File: src/rtl/fsm_pkg.sv
// Shared definitions for the awful_fsm output path: code width, code constants,
// run-length controller states and the {code,len} record layout.
package fsm_pkg;

  localparam int unsigned CODE_W = 3;

  typedef logic [CODE_W-1:0] code_t;

  localparam code_t CODE_ZERO = '0;
  localparam code_t CODE_ALL1 = '1;

  typedef enum logic {
    ST_IDLE = 1'b0,
    ST_RUN  = 1'b1
  } rle_state_e;

  // Records are packed code-high, length-low.
  function automatic int unsigned rec_w(input int unsigned run_w);
    return CODE_W + run_w;
  endfunction

endpackage

File: src/rtl/rle_fifo.sv
// Synchronous show-ahead FIFO holding run-length records, with occupancy
// count and full/empty flags.
module rle_fifo #(
  parameter int unsigned W     = 11,
  parameter int unsigned DEPTH = 4,
  parameter int unsigned AW    = 2
) (
  input  logic          clk,
  input  logic          clr_n,
  input  logic          push,
  input  logic [W-1:0]  wdata,
  input  logic          rd_ready,
  output logic [W-1:0]  rdata,
  output logic          valid,
  output logic [AW:0]   level,
  output logic          full,
  output logic          empty
);

  localparam logic [AW:0] FULL_LVL = (AW+1)'(DEPTH);

  logic [W-1:0]  mem_q [DEPTH];
  logic [W-1:0]  mem_d [DEPTH];
  logic [AW:0]   wr_cnt_q, wr_cnt_d;
  logic [AW:0]   rd_cnt_q, rd_cnt_d;
  logic [W-1:0]  last_q, last_d;
  logic [W-1:0]  head;
  logic          pop;
  logic          wr_en;

  assign level = wr_cnt_q - rd_cnt_q;
  assign empty = (level == '0);
  assign full  = (level == FULL_LVL);
  assign valid = ~empty;
  assign head  = mem_q[rd_cnt_q[AW-1:0]];
  // The slot under rd_cnt is stale once drained, so the last popped head is replayed.
  assign rdata = empty ? last_q : head;

  always_comb begin
    mem_d    = mem_q;
    pop      = ~empty & rd_ready;
    wr_en    = push & (~full | pop);
    wr_cnt_d = wr_cnt_q + (AW+1)'(wr_en);
    rd_cnt_d = rd_cnt_q + (AW+1)'(pop);
    last_d   = pop ? head : last_q;
    if (wr_en) begin
      mem_d[wr_cnt_q[AW-1:0]] = wdata;
    end
  end

  always_ff @(posedge clk or negedge clr_n) begin
    if (!clr_n) begin
      mem_q    <= '{default: '0};
      wr_cnt_q <= '0;
      rd_cnt_q <= '0;
      last_q   <= '0;
    end else begin
      mem_q    <= mem_d;
      wr_cnt_q <= wr_cnt_d;
      rd_cnt_q <= rd_cnt_d;
      last_q   <= last_d;
    end
  end

endmodule

File: src/rtl/fsm_out_rle.sv
// Run-length encoder for the awful_fsm code stream: folds runs of identical
// codes into {code,len} records and queues them for a stallable consumer.
module fsm_out_rle
  import fsm_pkg::*;
#(
  parameter int unsigned RUN_W = 8,
  parameter int unsigned DEPTH = 4,
  parameter int unsigned AW    = 2
) (
  input  logic              clk,
  input  logic              clr_n,
  input  logic              sample_en,
  input  logic [CODE_W-1:0] sym_in,
  input  logic              flush,
  output logic              rec_valid,
  input  logic              rec_ready,
  output logic [CODE_W-1:0] rec_code,
  output logic [RUN_W-1:0]  rec_len,
  output logic [AW:0]       level,
  output logic              ovf,
  input  logic              ovf_clr
);

  localparam int unsigned REC_W   = rec_w(RUN_W);
  localparam logic [RUN_W-1:0] RUN_MAX = '1;
  localparam logic [RUN_W-1:0] RUN_ONE = RUN_W'(1);

  rle_state_e        state_q, state_d;
  logic [CODE_W-1:0] cur_q, cur_d;
  logic [RUN_W-1:0]  cnt_q, cnt_d;
  logic              ovf_q, ovf_d;
  logic              push;
  logic              drop;
  logic              fifo_full;
  logic              fifo_empty;
  logic [REC_W-1:0]  rec_data;

  // Every push closes the currently open run, so the record is always {cur,cnt}.
  always_comb begin
    state_d = state_q;
    cur_d   = cur_q;
    cnt_d   = cnt_q;
    push    = 1'b0;
    if (flush) begin
      if (state_q == ST_RUN) begin
        push = 1'b1;
      end
      state_d = ST_IDLE;
      cnt_d   = '0;
    end else if (sample_en) begin
      unique case (state_q)
        ST_IDLE: begin
          cur_d   = sym_in;
          cnt_d   = RUN_ONE;
          state_d = ST_RUN;
        end
        ST_RUN: begin
          if (sym_in == cur_q) begin
            if (cnt_q == RUN_MAX) begin
              push  = 1'b1;
              cnt_d = RUN_ONE;
            end else begin
              cnt_d = cnt_q + RUN_ONE;
            end
          end else begin
            push  = 1'b1;
            cur_d = sym_in;
            cnt_d = RUN_ONE;
          end
        end
        default: state_d = ST_IDLE;
      endcase
    end
  end

  assign drop  = push & fifo_full & ~(rec_valid & rec_ready);
  assign ovf_d = drop ? 1'b1 : (ovf_clr ? 1'b0 : ovf_q);
  assign ovf   = ovf_q;

  always_ff @(posedge clk or negedge clr_n) begin
    if (!clr_n) begin
      state_q <= ST_IDLE;
      cur_q   <= '0;
      cnt_q   <= '0;
      ovf_q   <= 1'b0;
    end else begin
      state_q <= state_d;
      cur_q   <= cur_d;
      cnt_q   <= cnt_d;
      ovf_q   <= ovf_d;
    end
  end

  rle_fifo #(
    .W     (REC_W),
    .DEPTH (DEPTH),
    .AW    (AW)
  ) u_fifo (
    .clk      (clk),
    .clr_n    (clr_n),
    .push     (push),
    .wdata    ({cur_q, cnt_q}),
    .rd_ready (rec_ready),
    .rdata    (rec_data),
    .valid    (rec_valid),
    .level    (level),
    .full     (fifo_full),
    .empty    (fifo_empty)
  );

  assign rec_code = rec_data[RUN_W +: CODE_W];
  assign rec_len  = fifo_empty ? rec_data[RUN_W-1:0] : rec_data[RUN_W-1:0];

endmodule

File: config.mk
export PLATFORM = sky130hd
export DESIGN_NAME = fsm_out_rle
export DESIGN_NICKNAME = d
export VERILOG_FILES = /design/src/rtl/fsm_pkg.sv /design/src/rtl/rle_fifo.sv /design/src/rtl/fsm_out_rle.sv
export SDC_FILE = /design/constraint.sdc
export NUM_CORES = 1
export LEC_CHECK = 0
export CAP_MARGIN = 20
export CORE_MARGIN = 2
export CORE_UTILIZATION = 46
export DETAILED_ROUTE_END_ITERATION = 16
export PLACE_DENSITY_LB_ADDON = 0.3
export SLEW_MARGIN = 20
export SYNTH_ARGS = -nofsm -noshare
export SYNTH_HDL_FRONTEND = slang
export SYNTH_SLANG_ARGS = --single-unit
File: constraint.sdc
create_clock -name clk -period 3.4 [get_ports clk]
set_clock_uncertainty 0.05 [all_clocks]
set_input_delay 0.68 -clock clk [delete_from_list [all_inputs] [get_ports clk]]
set_output_delay 0.68 -clock clk [all_outputs]
set_load 0.05 [all_outputs]
==> results of run 1 <==
==> cells in the final DEF, fill, tap and decap left out, drive strengths merged, types with 2 or more instances in the layout <==
master	instances
and4	2
clkinv	4
clkbuf	9
bufinv	2
and2	3
o311ai	4
o211ai	4
mux2	69
dfrtp	74
o21ai	3
xor2	5
mux4	11
nand2	12
nor2	6
ha	6
a21oi	7
buf	27
clkdlybuf4s50	9
nand2b	2
o21a	2
nor3	4
nand4	3
nor2b	3
nand3	4
inv	10
==> sequential cells by signal, summed over array words and instances (netlist names) <==
register         cells
u_fifo.wr_cnt_q      3
u_fifo.rd_cnt_q      3
ovf                  1
u_fifo.last_q       11
cnt_q                8
state_q              1
cur_q                3
u_fifo.mem_q        44
==> final timing paths <==
path / start / slack (ns) / to
max: u_fifo.wr_cnt_q[0] / 0.16 / rec_len[4]
min: clr_n / 0.29 / u_fifo.last_q[5]
max reg2reg: u_fifo.wr_cnt_q[0] / 0.95 / u_fifo.last_q[9]
min reg2reg: u_fifo.mem_q[33] / 0.44 / u_fifo.mem_q[33]
max in group asynchronous: clr_n / 2.23 / cnt_q[3]
min in group clk: u_fifo.mem_q[33] / 0.44 / u_fifo.mem_q[33]
==> final cells by class <==
cell class                 count  area share [%]
clock inverter                 7            2.13
timing repair buffer          36            8.77
clock buffer                   9            2.85
multi-input combinational    161            40.0
inverter                       9           0.777
tap                          102            2.93
sequential                    74            42.6
==> repair_timing <==
action	4_1_cts	5_1_grt
setup buffers	0	1
resized for setup	0	1
hold endpoints to repair	0	0
setup endpoints to repair	0	11
==> report_power, final <==
part	internal (mW)	switching, mW
Clock	0.413	0.335
Combinational	0.849	1.07
Sequential	1.05	0.107
Total	2.31	1.52
==> layer usage <==
| layer | part of all wire, % | vias to the layer above | GRT usage [%] |
|---|---|---|---|
| li1 | - | 1008 | - |
| met1 | 47 | 1157 | 24.5 |
| met2 | 48 | 32 | 27.6 |
| met3 | 3.0 | 11 | 2.89 |
| met4 | 2.1 | 0 | 8.70 |
| met5 | 0 | - | 0 |
==> cell families after synthesis <==
group,synth area share [%]
adder cells (fa/ha/maj),2.56
AND/OR/NAND/NOR,6.06
multiplexers,31.9
flip-flops,49.8
buffers and inverters,3.37
XOR/XNOR,2.05
AO/OA/AOI/OAI,4.21
==> synth_stat cells, drive strengths merged <==
| cell | number |
|---|---|
| a211oi | 1 |
| a21oi | 7 |
| a32o | 1 |
| a41oi | 1 |
| and2 | 3 |
| and3 | 1 |
| and3b | 1 |
| and4 | 2 |
| buf | 8 |
| clkbuf | 7 |
| dfrtp | 74 |
| fa | 1 |
| ha | 6 |
| inv | 9 |
| mux2 | 69 |
| mux2i | 1 |
| mux4 | 11 |
| nand2 | 12 |
| nand2b | 2 |
| nand3 | 4 |
| nand4 | 3 |
| nor2 | 6 |
| nor2b | 3 |
| nor3 | 4 |
| nor3b | 1 |
| nor4b | 1 |
| o211ai | 4 |
| o21a | 2 |
| o21ai | 3 |
| o311ai | 4 |
| xnor2 | 1 |
| xnor3 | 1 |
| xor2 | 5 |
==> stage by stage <==
step / cell area [um^2] / cells / total power, mW / worst slack, ns
6_report: 4350 / 398 / 3.83 / 0.163
5_1_grt: 4350 / 398 / 4.03 / 0.0244
4_1_cts: 4340 / 397 / 3.85 / 0.0332
3_5_place_dp: 4120 / 381 / 3.10 / 0.428
3_3_place_gp: 4120 / 381 / 3.06 / 0.481
2_1_floorplan: 3710 / 259 / 2.47 / 0.315
==> flow_summary.ini, run 1 <==
[critical_path]
crit_type = reg -> out
cp_num_cells = 8
cp_num_buf_inv = 3
cpPeakStageDelay_ns = 0.39
crit_required_ns = 2.67
cp_max_fo = 13
critPathTopFamily = adder cells
arrival_ns = 2.51
end_kind = output pin
critPathLaunchType = flop
slowest_stage = dfrtp_1
crit_chain = inv_1 > ha_1 > fa_1 > xnor3_2 > nand3_1 > buf_6 > mux2_2 > buf_12
reg2reg_depth = 9

[clock_network]
cts_tree = yes
clk_latency_ns = 0.35
ctsHtreeMaxLevel = 3
cts_max_path_buffers = 2
root_buffer = clkbuf_8
ctsHoldBuffers = 0
cts_buffers = 9
cts_sinks = 74
clk_pin_slew_ns = 0.08

[timing]
min_period_ns = 3.24
tightestPinTransition_ns = 0.621
whs_ns = 0.290
finalHoldViolations = 0
setup_violations = 0
slew_headroom_pct = 58.6
rsz0062_at_grt = false
setup_tns_ns = 0
fmax_mhz = 309
slew_viol_final = 0
fin_crit_sh_pct = 95.2

[layout]
fin_util_pct = 56.0
final_layout_size_suffix_gt1_share_pct = 36.1
syn2layout_area_growth_pct = 17.1
multi_input_area_um2 = 1740
fillCellCount = 646
register_area_um2 = 1850
num_antenna_cells = 0
nets = 307

[power_and_ir_drop]
p_per_area_nw_per_um2 = 880
leakagePower_nw = 2.01
vdd_ir_drop_max_v = 0.000582

[drt]
dr.pass1.iters = 4
vias = 2208
drc = 0
drt-vias-per-instance = 5.55
drtAntennaViolNets = 0
drt_iter0_drc = 124
drt_wl_total_um = 7120
wl_per_cell_um = 17.9

[floorplanning]
die_h_um = 93.9
start_util_pct = 47.8
core-area_um2 = 7770
rows = 32
die-area_um2 = 8810
io_pins = 25
fp.dieW_um = 93.9

[synthesis]
yosysSeqAreaShare_pct = 49.8
ys_ff_latch = 74
synth_area_leaders = dfrtp_1 50%, mux2_4 16%, mux4_2 6.7%, mux2_1 5.5%, mux2_2 3.3%
syn-num-nets = 275
syn_area_um2 = 3710
synth_top_area_share_pct = 49.8
synthCells = 259
yosys.area.top_type = dfrtp_1
ys_warn_count = 0
syn_area_per_cell_um2 = 14.3
ys_types = 38

[flow_run]
drv_cap = 0

[placement]
port-buffer-count = 24
dp_hpwl_um = 4740
gpl.final_weighted_congestion = 0.838

[global_route]
grt_max_degree = 28
grt_remaining_overflow = 0
grtUsageTotal_pct = 17.8
grt_pass1_vias = 2308
grt_pass1_wl_um = 11800
antenna_found_initial = 0

[status]
status = complete, no violations

[min_path]
hp-class = in -> async
Power figures use the tool's default switching activity.
==> inputs of run 2 (changes only) <==
--- a/config.mk
+++ b/config.mk
@@ -5,7 +5,6 @@
 export SDC_FILE = /design/constraint.sdc
 export NUM_CORES = 1
 export LEC_CHECK = 0
-export CAP_MARGIN = 20
 export CORE_MARGIN = 2
 export CORE_UTILIZATION = 46
 export DETAILED_ROUTE_END_ITERATION = 16
==> results of run 2 <==
The final DEF is identical to that of run 1; final timing and power are the same.
==> inputs of run 3 (changes only) <==
--- a/config.mk
+++ b/config.mk
@@ -5,6 +5,7 @@
 export SDC_FILE = /design/constraint.sdc
 export NUM_CORES = 1
 export LEC_CHECK = 0
+export CAP_MARGIN = 20
 export CORE_MARGIN = 2
 export CORE_UTILIZATION = 46
 export DETAILED_ROUTE_END_ITERATION = 16
==> results of run 3 <==
The final DEF is identical to that of run 1; final timing and power are the same.
